==> src/rtl/n4_timer_ctrl.sv <==
// n4_timer_ctrl: prescaled 4-bit terminal-count timer with one-shot and
// periodic modes, sticky done/overrun flags.
module n4_timer_ctrl #(
    parameter int unsigned DIV = 1
) (
    input  logic       clock,
    input  logic       reset_,
    input  logic       start,
    input  logic       stop,
    input  logic       mode,
    input  logic [3:0] tc,
    input  logic       ack,
    output logic       ei,
    output logic [3:0] q3_q0,
    output logic       eu,
    output logic       busy,
    output logic       done,
    output logic       ovf
);

    typedef enum logic [1:0] {
        IDLE = 2'd0,
        RUN  = 2'd1,
        DONE = 2'd2
    } state_e;

    localparam logic [3:0] PMAX = 4'(DIV - 1);

    state_e     state_q, state_d;
    logic [3:0] psc_q, psc_d;
    logic [3:0] cnt_q, cnt_d;
    logic [3:0] tc_q, tc_d;
    logic       mode_q, mode_d;
    logic       done_q, done_d;
    logic       ovf_q, ovf_d;
    logic       hit;

    // stop in the same cycle as a terminal step wins over the expiry
    always_comb begin
        busy = (state_q == RUN);
        ei   = busy && (psc_q == PMAX);
        hit  = ei && (cnt_q == tc_q) && !stop;
        eu   = hit;
    end

    assign q3_q0 = cnt_q;
    assign done  = done_q;
    assign ovf   = ovf_q;

    always_comb begin
        state_d = state_q;
        psc_d   = psc_q;
        cnt_d   = cnt_q;
        tc_d    = tc_q;
        mode_d  = mode_q;
        done_d  = done_q;
        ovf_d   = ovf_q;
        if (ack) begin
            done_d = 1'b0;
        end
        unique case (state_q)
            IDLE: begin
                if (start) begin
                    state_d = RUN;
                    tc_d    = tc;
                    mode_d  = mode;
                    cnt_d   = 4'd0;
                    psc_d   = 4'd0;
                    ovf_d   = 1'b0;
                end
            end
            RUN: begin
                if (stop) begin
                    state_d = IDLE;
                    cnt_d   = 4'd0;
                    psc_d   = 4'd0;
                end else begin
                    psc_d = (psc_q == PMAX) ? 4'd0 : psc_q + 4'd1;
                    if (hit) begin
                        cnt_d  = 4'd0;
                        done_d = 1'b1;
                        if (!mode_q) begin
                            state_d = DONE;
                        end else if (done_q && !ack) begin
                            ovf_d = 1'b1;
                        end
                    end else if (ei) begin
                        cnt_d = cnt_q + 4'd1;
                    end
                end
            end
            DONE: begin
                if (start) begin
                    state_d = RUN;
                    tc_d    = tc;
                    mode_d  = mode;
                    cnt_d   = 4'd0;
                    psc_d   = 4'd0;
                    ovf_d   = 1'b0;
                    done_d  = 1'b0;
                end else if (ack) begin
                    state_d = IDLE;
                end
            end
            default: begin
                state_d = IDLE;
            end
        endcase
    end

    always_ff @(posedge clock) begin
        if (reset_) begin
            state_q <= IDLE;
            psc_q   <= 4'd0;
            cnt_q   <= 4'd0;
            tc_q    <= 4'd0;
            mode_q  <= 1'b0;
            done_q  <= 1'b0;
            ovf_q   <= 1'b0;
        end else begin
            state_q <= state_d;
            psc_q   <= psc_d;
            cnt_q   <= cnt_d;
            tc_q    <= tc_d;
            mode_q  <= mode_d;
            done_q  <= done_d;
            ovf_q   <= ovf_d;
        end
    end

endmodule

==> config.mk <==
export PLATFORM = sky130hd
export DESIGN_NAME = n4_timer_ctrl
export DESIGN_NICKNAME = d
export VERILOG_FILES = /design/src/rtl/n4_timer_ctrl.sv
export SDC_FILE = /design/constraint.sdc
export NUM_CORES = 1
export LEC_CHECK = 0
export CORE_UTILIZATION = 51
export CTS_CLUSTER_SIZE = 25
export DETAILED_ROUTE_END_ITERATION = 7
export GPL_TIMING_DRIVEN = 0
export PLACE_DENSITY = 0.81
export SLEW_MARGIN = 20
export SYNTH_ARGS = -nofsm -noshare
export SYNTH_HDL_FRONTEND = slang
export SYNTH_SLANG_ARGS = --single-unit
==> constraint.sdc <==
create_clock -name clock -period 2.1 [get_ports clock]
set_input_delay 0.315 -clock clock [delete_from_list [all_inputs] [get_ports clock]]
set_output_delay 0.315 -clock clock [all_outputs]
set_load 0.03 [all_outputs]
==> results of run 1 <==
layer usage:
metal	vias up	track usage	wire length [um]
met1	453	0.2723	1093
met5	-	0	0
met4	0	0.08571	89
met2	35	0.4194	1174
met3	11	0.02308	90
li1	481	-	-
flip-flops by register name (all words and copies together) (netlist names):
register and count:
mode_q 1, psc_q 4, state_q 2, tc_q 4, q3_q0 4, done 1, ovf 1
where the power goes:
group | internal (mW) | switching (mW) | leakage [nW] | total (mW)
clock network | 0.0739 | 0.102 | 0.0150 | 0.176
logic | 0.300 | 0.372 | 0.440 | 0.672
registers | 0.352 | 0.0316 | 0.141 | 0.384
total | 0.727 | 0.505 | 0.596 | 1.23
path summary, 6_finish.rpt:
kind / from / endpoint / slack (ns)
worst max-delay path: q3_q0[1] / eu / -0.006
worst min-delay path: reset_ / q3_q0[1] / 0.43
worst min register to register: q3_q0[1] / q3_q0[1] / 0.49
worst max register to register: state_q[0] / state_q[0] / 0.10
placed cells by master (no fill, tap or decap), types with 5 or more instances in the layout:
| master | count |
|---|---|
| nand2b_1 | 5 |
| a21oi_1 | 10 |
| dfxtp_1 | 12 |
| ha_1 | 6 |
| clkdlybuf4s50_1 | 15 |
| mux2i_1 | 5 |
| nor2_1 | 15 |
| buf_4 | 9 |
| inv_1 | 8 |
cells by family after synthesis:
group / Yosys count / synth area share
muxes: 6 / 0.05932
AOI/OAI and AO/OA: 25 / 0.1586
DFF: 17 / 0.3293
and+or+nand+nor: 47 / 0.2712
buffers and inverters: 14 / 0.05085
adders and majority gates: 8 / 0.09686
xor gates and xnor gates: 4 / 0.03389
final cells by class:
cell class / count / area (um2) / area share
plain buffers: 2 / 7.507 / 0.005435
clock buffers: 4 / 26.28 / 0.01902
inverters: 10 / 37.54 / 0.02717
multi-input cells: 90 / 689.4 / 0.4991
flip-flops and latches: 17 / 351.6 / 0.2545
well taps: 25 / 31.28 / 0.02265
repair buffers: 26 / 237.7 / 0.1721
per-stage QoR:
step / worst slack (ns) / total power, mW
detailed placement: -0.3477 / 0.9420
global route: -0.07504 / 1.290
finish: -0.006071 / 1.232
floorplan: 0.08820 / 0.7886
global placement: -0.3027 / 0.9228
CTS: -0.04147 / 1.123
repair_timing:
item,CTS,global route
cloned,0,0
resized for setup,11,15
buffers inserted,1,8
setup endpoints to repair,4,9
pin swaps,0,6
synth_stat cells (2+ instances only):
master / instances
nand2b_1: 5
nor2_1: 15
xor2_1: 4
inv_1: 10
a22oi_1: 2
a211oi_1: 2
dfxtp_1: 17
clkbuf_1: 4
o221a_2: 2
o21ai_1: 2
nand2_1: 4
mux2i_1: 5
nor3_1: 3
ha_1: 8
nand3_1: 4
a21oi_1: 10
worst max-delay path, stage by stage (launching register included):
cell	delay [ns]
dfxtp_2	0.36
xor2_1	0.19
nor4_4	0.39
nand2_4	0.11
or2_1	0.26
inv_1	0.07
buf_6	0.12
==> impl_metrics.py, run 1 <==
metrics = {
    "place": {
        "place_area_um2": 1236,
        "io_buffers": 17,
        "placedCellCount": 163,
        "place_congestion": 0.8343,
        "dp_hpwl_um": 1678,
    },
    "worst_setup_path": {
        "critPathLaunchType": "register",
        "crit_type": "reg -> out",
        "crit_required_ns": 1.78,
        "reg2reg_depth": 7,
        "cp_max_fo": 5,
        "endpoint_kind": "primary output",
        "cp.arrival_ns": 1.79,
    },
    "grt": {
        "grt_pass1_wl_um": 3532,
        "grt_overflow": 0,
        "grt_max_degree": 11,
        "grt_pass1_vias": 857,
        "antenna_found_initial": 0,
        "grtUsageTotal": 0.2284,
    },
    "job": {
        "cap_violations": 0,
    },
    "sta": {
        "slew_violations": 0,
        "period_share": 1.003,
        "fin_worst_skew_ns": 0.007089,
        "fin_ws_ns": -0.006071,
        "setup_tns_ns": -0.006071,
        "hold_slack_ns": 0.4258,
        "timing.fmax_mhz": 474.8,
        "finalHoldViolCount": 0,
        "tightest_slew_ns": 0.5488,
        "slew_headroom": 0.6308,
        "finalSetupViolCount": 1,
        "grt_setup_unrepaired": "true",
        "post-route-min-period_ns": 2.106,
    },
    "yosys": {
        "syn_area_um2": 1033,
        "synth_ff_type": "dfxtp_1",
        "yosys_warnings": 0,
        "ys_seq_area_frac": 0.3293,
        "async_flop_share": 0,
        "netlist_instances": 121,
        "synth_edf_count": 0,
        "synth_cell_type_count": 40,
        "synth.top_cell.area_share": 0.3293,
        "syn_area_per_cell_um2": 8.541,
        "synth_nets": 139,
        "ys_top_cells_by_area": "dfxtp_1 (33%), ha_1 (9.7%), nor2_1 (5.4%)",
        "ys_ff_latch": 17,
        "synth_top_cell_by_area": "dfxtp_1",
    },
    "clocking": {
        "cts_tree": "yes",
        "clockBufferDepth": 2,
        "insertion_delay_ns": 0.29,
        "path_clk_slew_ns": 0.10,
        "cts-htree-levels": 1,
        "cts_root_buf": "clkbuf_4",
        "ctsHoldBuffers": 0,
        "cts.sinks": 17,
        "cts_buffers": 3,
    },
    "die": {
        "die_y_um": 47.02,
        "io_pins": 19,
        "placementRows": 15,
        "initial_utilization": 0.5677,
        "fp.dieW_um": 47.02,
        "core_area_um2": 1821,
        "dieArea_um2": 2210,
    },
    "route": {
        "num_vias": 980,
        "viasPerCell": 5.632,
        "drc": 0,
        "antenna_left": 0,
        "wire_per_inst_um": 14.07,
        "drt_wl_total_um": 2448,
        "first_iter_violations": 31,
        "firstDrtPassIters": 4,
    },
    "final_layout": {
        "final_core_util": 0.7588,
        "nFillCells": 140,
        "nNetsFinal": 168,
        "n_antenna_cell": 0,
        "design_area_um2": 1381,
        "area_growth_pct": 33.66,
        "layout-drive-gt1-share": 0.2215,
        "final_cells": 174,
    },
    "run_status": {
        "status": "complete, but fails checks",
        "violations": "setup timing",
    },
    "min_path": {
        "whs_path_depth": 2,
        "hold_class": "in -> reg",
    },
    "power_and_ir_drop": {
        "ir_drop_mv": 0.5613,
        "p_leak_nw": 0.5961,
        "p_per_area_nw_per_um2": 891.6,
    },
}
Power figures use the tool's default switching activity.
==> run 2: changes to the inputs <==
--- a/config.mk
+++ b/config.mk
@@ -5,11 +5,11 @@
 export SDC_FILE = /design/constraint.sdc
 export NUM_CORES = 1
 export LEC_CHECK = 0
-export CORE_UTILIZATION = 51
+export CORE_UTILIZATION = 45
 export CTS_CLUSTER_SIZE = 25
 export DETAILED_ROUTE_END_ITERATION = 7
 export GPL_TIMING_DRIVEN = 0
-export PLACE_DENSITY = 0.81
+export PLACE_DENSITY = 0.73
 export SLEW_MARGIN = 20
 export SYNTH_ARGS = -nofsm -noshare
 export SYNTH_HDL_FRONTEND = slang
==> run 2 against run 1 <==
  * The flow still finishes with violations (setup timing)
  * Register-to-register slack better by 0.05 ns
  * Final cell count up 1.1%
  * Via count up 1.1%
  * Design area unchanged
  * Non-clock buffer count unchanged
  * Routed wire length up 7.4%
  * Clock power up 4%
  * First-iteration DRC count down 45%
  * Worst hold slack better by 0.0064 ns
  * Sequential share of layout area unchanged
  * Core utilization down 8.9 points
  * Die area up 13%
==> impl_metrics.py, run 2 (synthesized netlist as in run 1, its figures left out) <==
metrics = {
    "place": {
        "place_congestion": 0.8354,
        "io_buffers": 17,
        "dp_hpwl_um": 1660,
    },
    "final_layout": {
        "area_growth_pct": 33.66,
        "nNetsFinal": 168,
        "layout-drive-gt1-share": 0.2483,
        "seq_area_um2": 351.6,
        "nFillCells": 164,
        "multi_input_area_um2": 684.4,
        "final_common_cell": "nor2_1",
        "n_antenna_cell": 0,
        "final_cell_mix": "nor2_1 (15), clkdlybuf4s50_1 (14), dfxtp_1 (12), a21oi_1 (10), buf_4 (10)",
    },
    "worst_setup_path": {
        "critPathLaunchType": "register",
        "crit_type": "reg -> out",
        "endpoint_kind": "primary output",
        "slowest_delay_ns": 0.40,
        "path_buf_inv": 2,
        "cp_max_fo": 5,
        "crit_family": "simple AND/OR/NAND/NOR gates",
        "cp.arrival_ns": 1.81,
        "cp_cell_sequence": "xor2_1 -> nor4_4 -> nand2_4 -> or2_1 -> inv_1 -> buf_6",
        "crit_required_ns": 1.78,
        "slowest_stage": "nor4_4",
    },
    "min_path": {
        "hold_class": "in -> reg",
    },
    "job": {
        "cap_violations": 0,
    },
    "power_and_ir_drop": {
        "p_per_area_nw_per_um2": 935.9,
        "p_leak_nw": 0.6035,
        "ir_drop_mv": 0.7215,
    },
    "clocking": {
        "insertion_delay_ns": 0.30,
        "ctsHoldBuffers": 0,
        "cts_root_buf": "clkbuf_4",
        "path_clk_slew_ns": 0.11,
        "cts_tree": "yes",
        "clockBufferDepth": 2,
        "cts-htree-levels": 1,
        "cts_buffers": 3,
        "cts.sinks": 17,
    },
    "sta": {
        "setup_tns_ns": -0.02986,
        "slew_violations": 0,
        "timing.fmax_mhz": 469.5,
        "hold_slack_ns": 0.4321,
        "period_share": 1.014,
        "fin_ws_ns": -0.02986,
        "grt_setup_unrepaired": "true",
        "fin_worst_skew_ns": 0.01160,
        "finalHoldViolCount": 0,
        "tightest_slew_ns": 0.5415,
        "post-route-min-period_ns": 2.130,
        "finalSetupViolCount": 1,
        "slew_headroom": 0.6357,
    },
    "route": {
        "firstDrtPassIters": 4,
        "viasPerCell": 5.631,
        "first_iter_violations": 17,
        "wire_per_inst_um": 14.94,
        "drt_wl_total_um": 2629,
        "antenna_left": 0,
        "drc": 0,
        "num_vias": 991,
    },
    "die": {
        "core_area_um2": 2062,
        "dieArea_um2": 2493,
        "fp.dieW_um": 49.93,
        "io_pins": 19,
        "initial_utilization": 0.5012,
        "placementRows": 16,
        "die_y_um": 49.93,
    },
    "grt": {
        "grt_pass1_vias": 868,
        "antenna_found_initial": 0,
        "grt_max_degree": 11,
        "grt_overflow": 0,
        "grtUsageTotal": 0.2005,
        "grt_pass1_wl_um": 3870,
    },
    "run_status": {
        "violations": "setup timing",
        "status": "complete, but fails checks",
    },
}
==> run 2: worst paths after layout <==
path / startpoint / endpoint / slack, ns / cells past startpoint
worst max-delay path: q3_q0[1] / eu / -0.03 / 6
worst min-delay path: reset_ / q3_q0[1] / 0.43 / 2
worst max register to register: q3_q0[1] / ovf / 0.15 / 6
worst min register to register: q3_q0[3] / q3_q0[3] / 0.50 / 2
==> run 2: power by group <==
part | switching [mW] | total, mW | leakage [nW] | internal [mW]
combinational | 0.392 | 0.725 | 0.445 | 0.332
sequential | 0.0330 | 0.385 | 0.141 | 0.352
clock | 0.112 | 0.183 | 0.0177 | 0.0710
total | 0.537 | 1.29 | 0.604 | 0.755
==> run 2: cell type report <==
class,instances,share of cell area
Buffer,2,0.005435
Sequential cell,17,0.2545
Clock buffer,3,0.01630
Timing Repair Buffer,26,0.1730
Multi-Input combinational cell,90,0.4955
Tap cell,27,0.02446
Clock inverter,1,0.003623
Inverter,10,0.02717
==> run 2: per-stage QoR <==
stage                     std cells  area (um2)  worst slack [ns]  power (mW)  utilization
after floorplan                 121        1035           0.08820      0.7886            -
after global placement          165        1239           -0.3181      0.9256       0.6007
after detailed placement        165        1239           -0.3629      0.9420       0.6007
after CTS                       170        1284          -0.06222       1.127       0.6226
after global routing            176        1381           -0.1070       1.368       0.6699
final                           176        1381          -0.02986       1.293       0.6699
==> run 2: metal layers <==
metal,track usage,part of all wire
met5,0,0
met4,0.04286,0.0023
met3,0.04938,0.030
met2,0.3378,0.49
met1,0.2556,0.48
==> run 2: what timing repair did <==
action / 4_1_cts / 5_1_grt
resized for setup: 13 / 16
pin swaps: 0 / 5
buffers inserted: 1 / 8
setup endpoints to repair: 3 / 10
==> run 3: changes to the inputs <==
--- a/config.mk
+++ b/config.mk
@@ -5,11 +5,12 @@
 export SDC_FILE = /design/constraint.sdc
 export NUM_CORES = 1
 export LEC_CHECK = 0
+export CORE_MARGIN = 1
 export CORE_UTILIZATION = 45
 export CTS_CLUSTER_SIZE = 25
 export DETAILED_ROUTE_END_ITERATION = 7
 export GPL_TIMING_DRIVEN = 0
-export PLACE_DENSITY = 0.73
+export PLACE_DENSITY = 0.7
 export SLEW_MARGIN = 20
 export SYNTH_ARGS = -nofsm -noshare
 export SYNTH_HDL_FRONTEND = slang
==> run 3 against run 2 <==
  * Register-to-register slack got worse by 0.02 ns
  * Count of clock-buffer cells in the layout increased by 1
  * Largest cell class unchanged
  * Global-route usage increased by 0.99 points
  * Via count decreased by 3.5%
  * Fmax increased by 3.2%
  * Clock skew decreased by 0.011 ns
  * Sequential power about the same
  * The flow now finishes without violations
  * Final cell count decreased by 1.1%
  * Non-clock buffer count decreased by 2
==> impl_metrics.py, run 3 (synthesized netlist as in run 1, its figures left out) <==
metrics = {
    "clocking": {
        "clockBufferDepth": 2,
        "ctsHoldBuffers": 0,
        "cts-htree-levels": 1,
        "cts_root_buf": "clkbuf_4",
        "cts_buffers": 3,
        "cts_tree": "yes",
        "insertion_delay_ns": 0.29,
        "cts.sinks": 17,
        "path_clk_slew_ns": 0.10,
    },
    "sta": {
        "slew_violations": 0,
        "post-route-min-period_ns": 2.063,
        "tightest_slew_ns": 0.5107,
        "timing.fmax_mhz": 484.7,
        "finalHoldViolCount": 0,
        "period_share": 0.9824,
        "grt_setup_unrepaired": "true",
        "setup_tns_ns": 0,
        "hold_slack_ns": 0.4332,
        "finalSetupViolCount": 0,
        "fin_worst_skew_ns": 0.0007073,
        "slew_headroom": 0.6564,
    },
    "die": {
        "placementRows": 16,
        "die_y_um": 49.93,
        "fp.dieW_um": 49.93,
        "initial_utilization": 0.5012,
        "io_pins": 19,
        "dieArea_um2": 2493,
        "core_area_um2": 2062,
    },
    "worst_setup_path": {
        "cp_cell_sequence": "xor2_1 -> nor4_4 -> nand2_4 -> or2_1 -> inv_1 -> buf_6",
        "slowest_delay_ns": 0.38,
        "cp.arrival_ns": 1.75,
        "critPathLaunchType": "register",
        "crit_required_ns": 1.78,
        "endpoint_kind": "primary output",
        "slowest_stage": "nor4_4",
        "cp_max_fo": 6,
        "crit_type": "reg -> out",
    },
    "grt": {
        "grtUsageTotal": 0.2104,
        "grt_overflow": 0,
        "grt_max_degree": 11,
        "grt_pass1_vias": 913,
        "grt_pass1_wl_um": 4022,
        "antenna_found_initial": 0,
    },
    "place": {
        "place_congestion": 0.8259,
        "place_area_um2": 1239,
        "placedCellCount": 165,
        "dp_hpwl_um": 1755,
        "io_buffers": 17,
    },
    "power_and_ir_drop": {
        "p_leak_nw": 0.5991,
        "finalPower_mw": 1.196,
        "ir_drop_mv": 0.5352,
        "p_per_area_nw_per_um2": 868.8,
    },
    "final_layout": {
        "final_cells": 174,
        "layout-drive-gt1-share": 0.2245,
        "design_area_um2": 1376,
        "final_cell_mix": "nor2_1 (14), clkdlybuf4s50_1 (14), dfxtp_1 (12), a21oi_1 (10), inv_1 (8)",
        "area_growth_pct": 33.17,
        "nNetsFinal": 166,
        "n_antenna_cell": 0,
        "nFillCells": 185,
    },
    "route": {
        "num_vias": 956,
        "wire_per_inst_um": 14.17,
        "viasPerCell": 5.494,
        "first_iter_violations": 8,
        "firstDrtPassIters": 4,
        "drc": 0,
        "drt_wl_total_um": 2466,
        "antenna_left": 0,
    },
    "min_path": {
        "hold_class": "in -> reg",
    },
    "run_status": {
        "status": "finished, final reports clean",
    },
    "job": {
        "cap_violations": 0,
    },
}
==> run 3: cell count changes in the layout (fill, tap and decap cells not counted) <==
cell / before / now
buf_4: 10 / 7
clkbuf_1: 2 / 3
clkinv_2: 1 / 0
dlygate4sd2_1: 0 / 1
ha_1: 4 / 5
ha_2: 4 / 2
ha_4: 0 / 1
nor2_1: 15 / 14
nor2_2: 0 / 1
==> run 3: critical path, delay by kind of cell, from the launching register on <==
family	cells	cell delay, ns
xor+xnor	1	0.17
buf+inv	2	0.19
flops	1	0.37
simple gates	3	0.72
==> run 3: where the power goes <==
group	internal, mW	switching (mW)	total, mW	leakage [nW]
Combinational	0.271	0.360	0.632	0.443
Sequential	0.352	0.0331	0.385	0.141
Clock	0.0740	0.105	0.179	0.0150
Total	0.698	0.498	1.20	0.599
==> run 3: cell type report <==
class / instances / area (um2) / share of cell area
Sequential cell: 17 / 351.6 / 0.2555
Multi-Input combinational cell: 90 / 694.4 / 0.5045
Tap cell: 27 / 33.78 / 0.02455
Buffer: 2 / 7.507 / 0.005455
Clock buffer: 4 / 26.28 / 0.01909
Timing Repair Buffer: 24 / 225.2 / 0.1636
Inverter: 10 / 37.54 / 0.02727
==> run 3: repair_timing <==
action / in CTS / in global routing
setup buffers: 1 / 6
resized for setup: 11 / 18
gates cloned: 0 / 0
pin swaps: 0 / 3
endpoints found under the setup margin: 5 / 10
==> run 3: layer usage <==
metal	track usage	up-vias	routed length, um
met4	0.07619	0	40
met1	0.2584	449	1061
li1	-	479	-
met2	0.3739	23	1279
met3	0.02160	5	83
met5	0	-	0
==> run 3: worst paths after layout <==
kind / startpoint / endpoint / slack (ns) / cells past startpoint
setup / recovery: q3_q0[0] / eu / 0.04 / 6
hold reg to reg: q3_q0[3] / q3_q0[3] / 0.48 / 2
setup reg to reg: state_q[0] / psc_q[2] / 0.13 / 6
hold / removal: reset_ / q3_q0[1] / 0.43 / 2
==> run 3: through the flow <==
step	setup slack [ns]	utilization
global route	-0.03736	0.6675
finish	0.03696	0.6675
global placement	-0.3214	0.6007
detailed placement	-0.3629	0.6007
CTS	-0.06943	0.6268
floorplan	0.08820	-
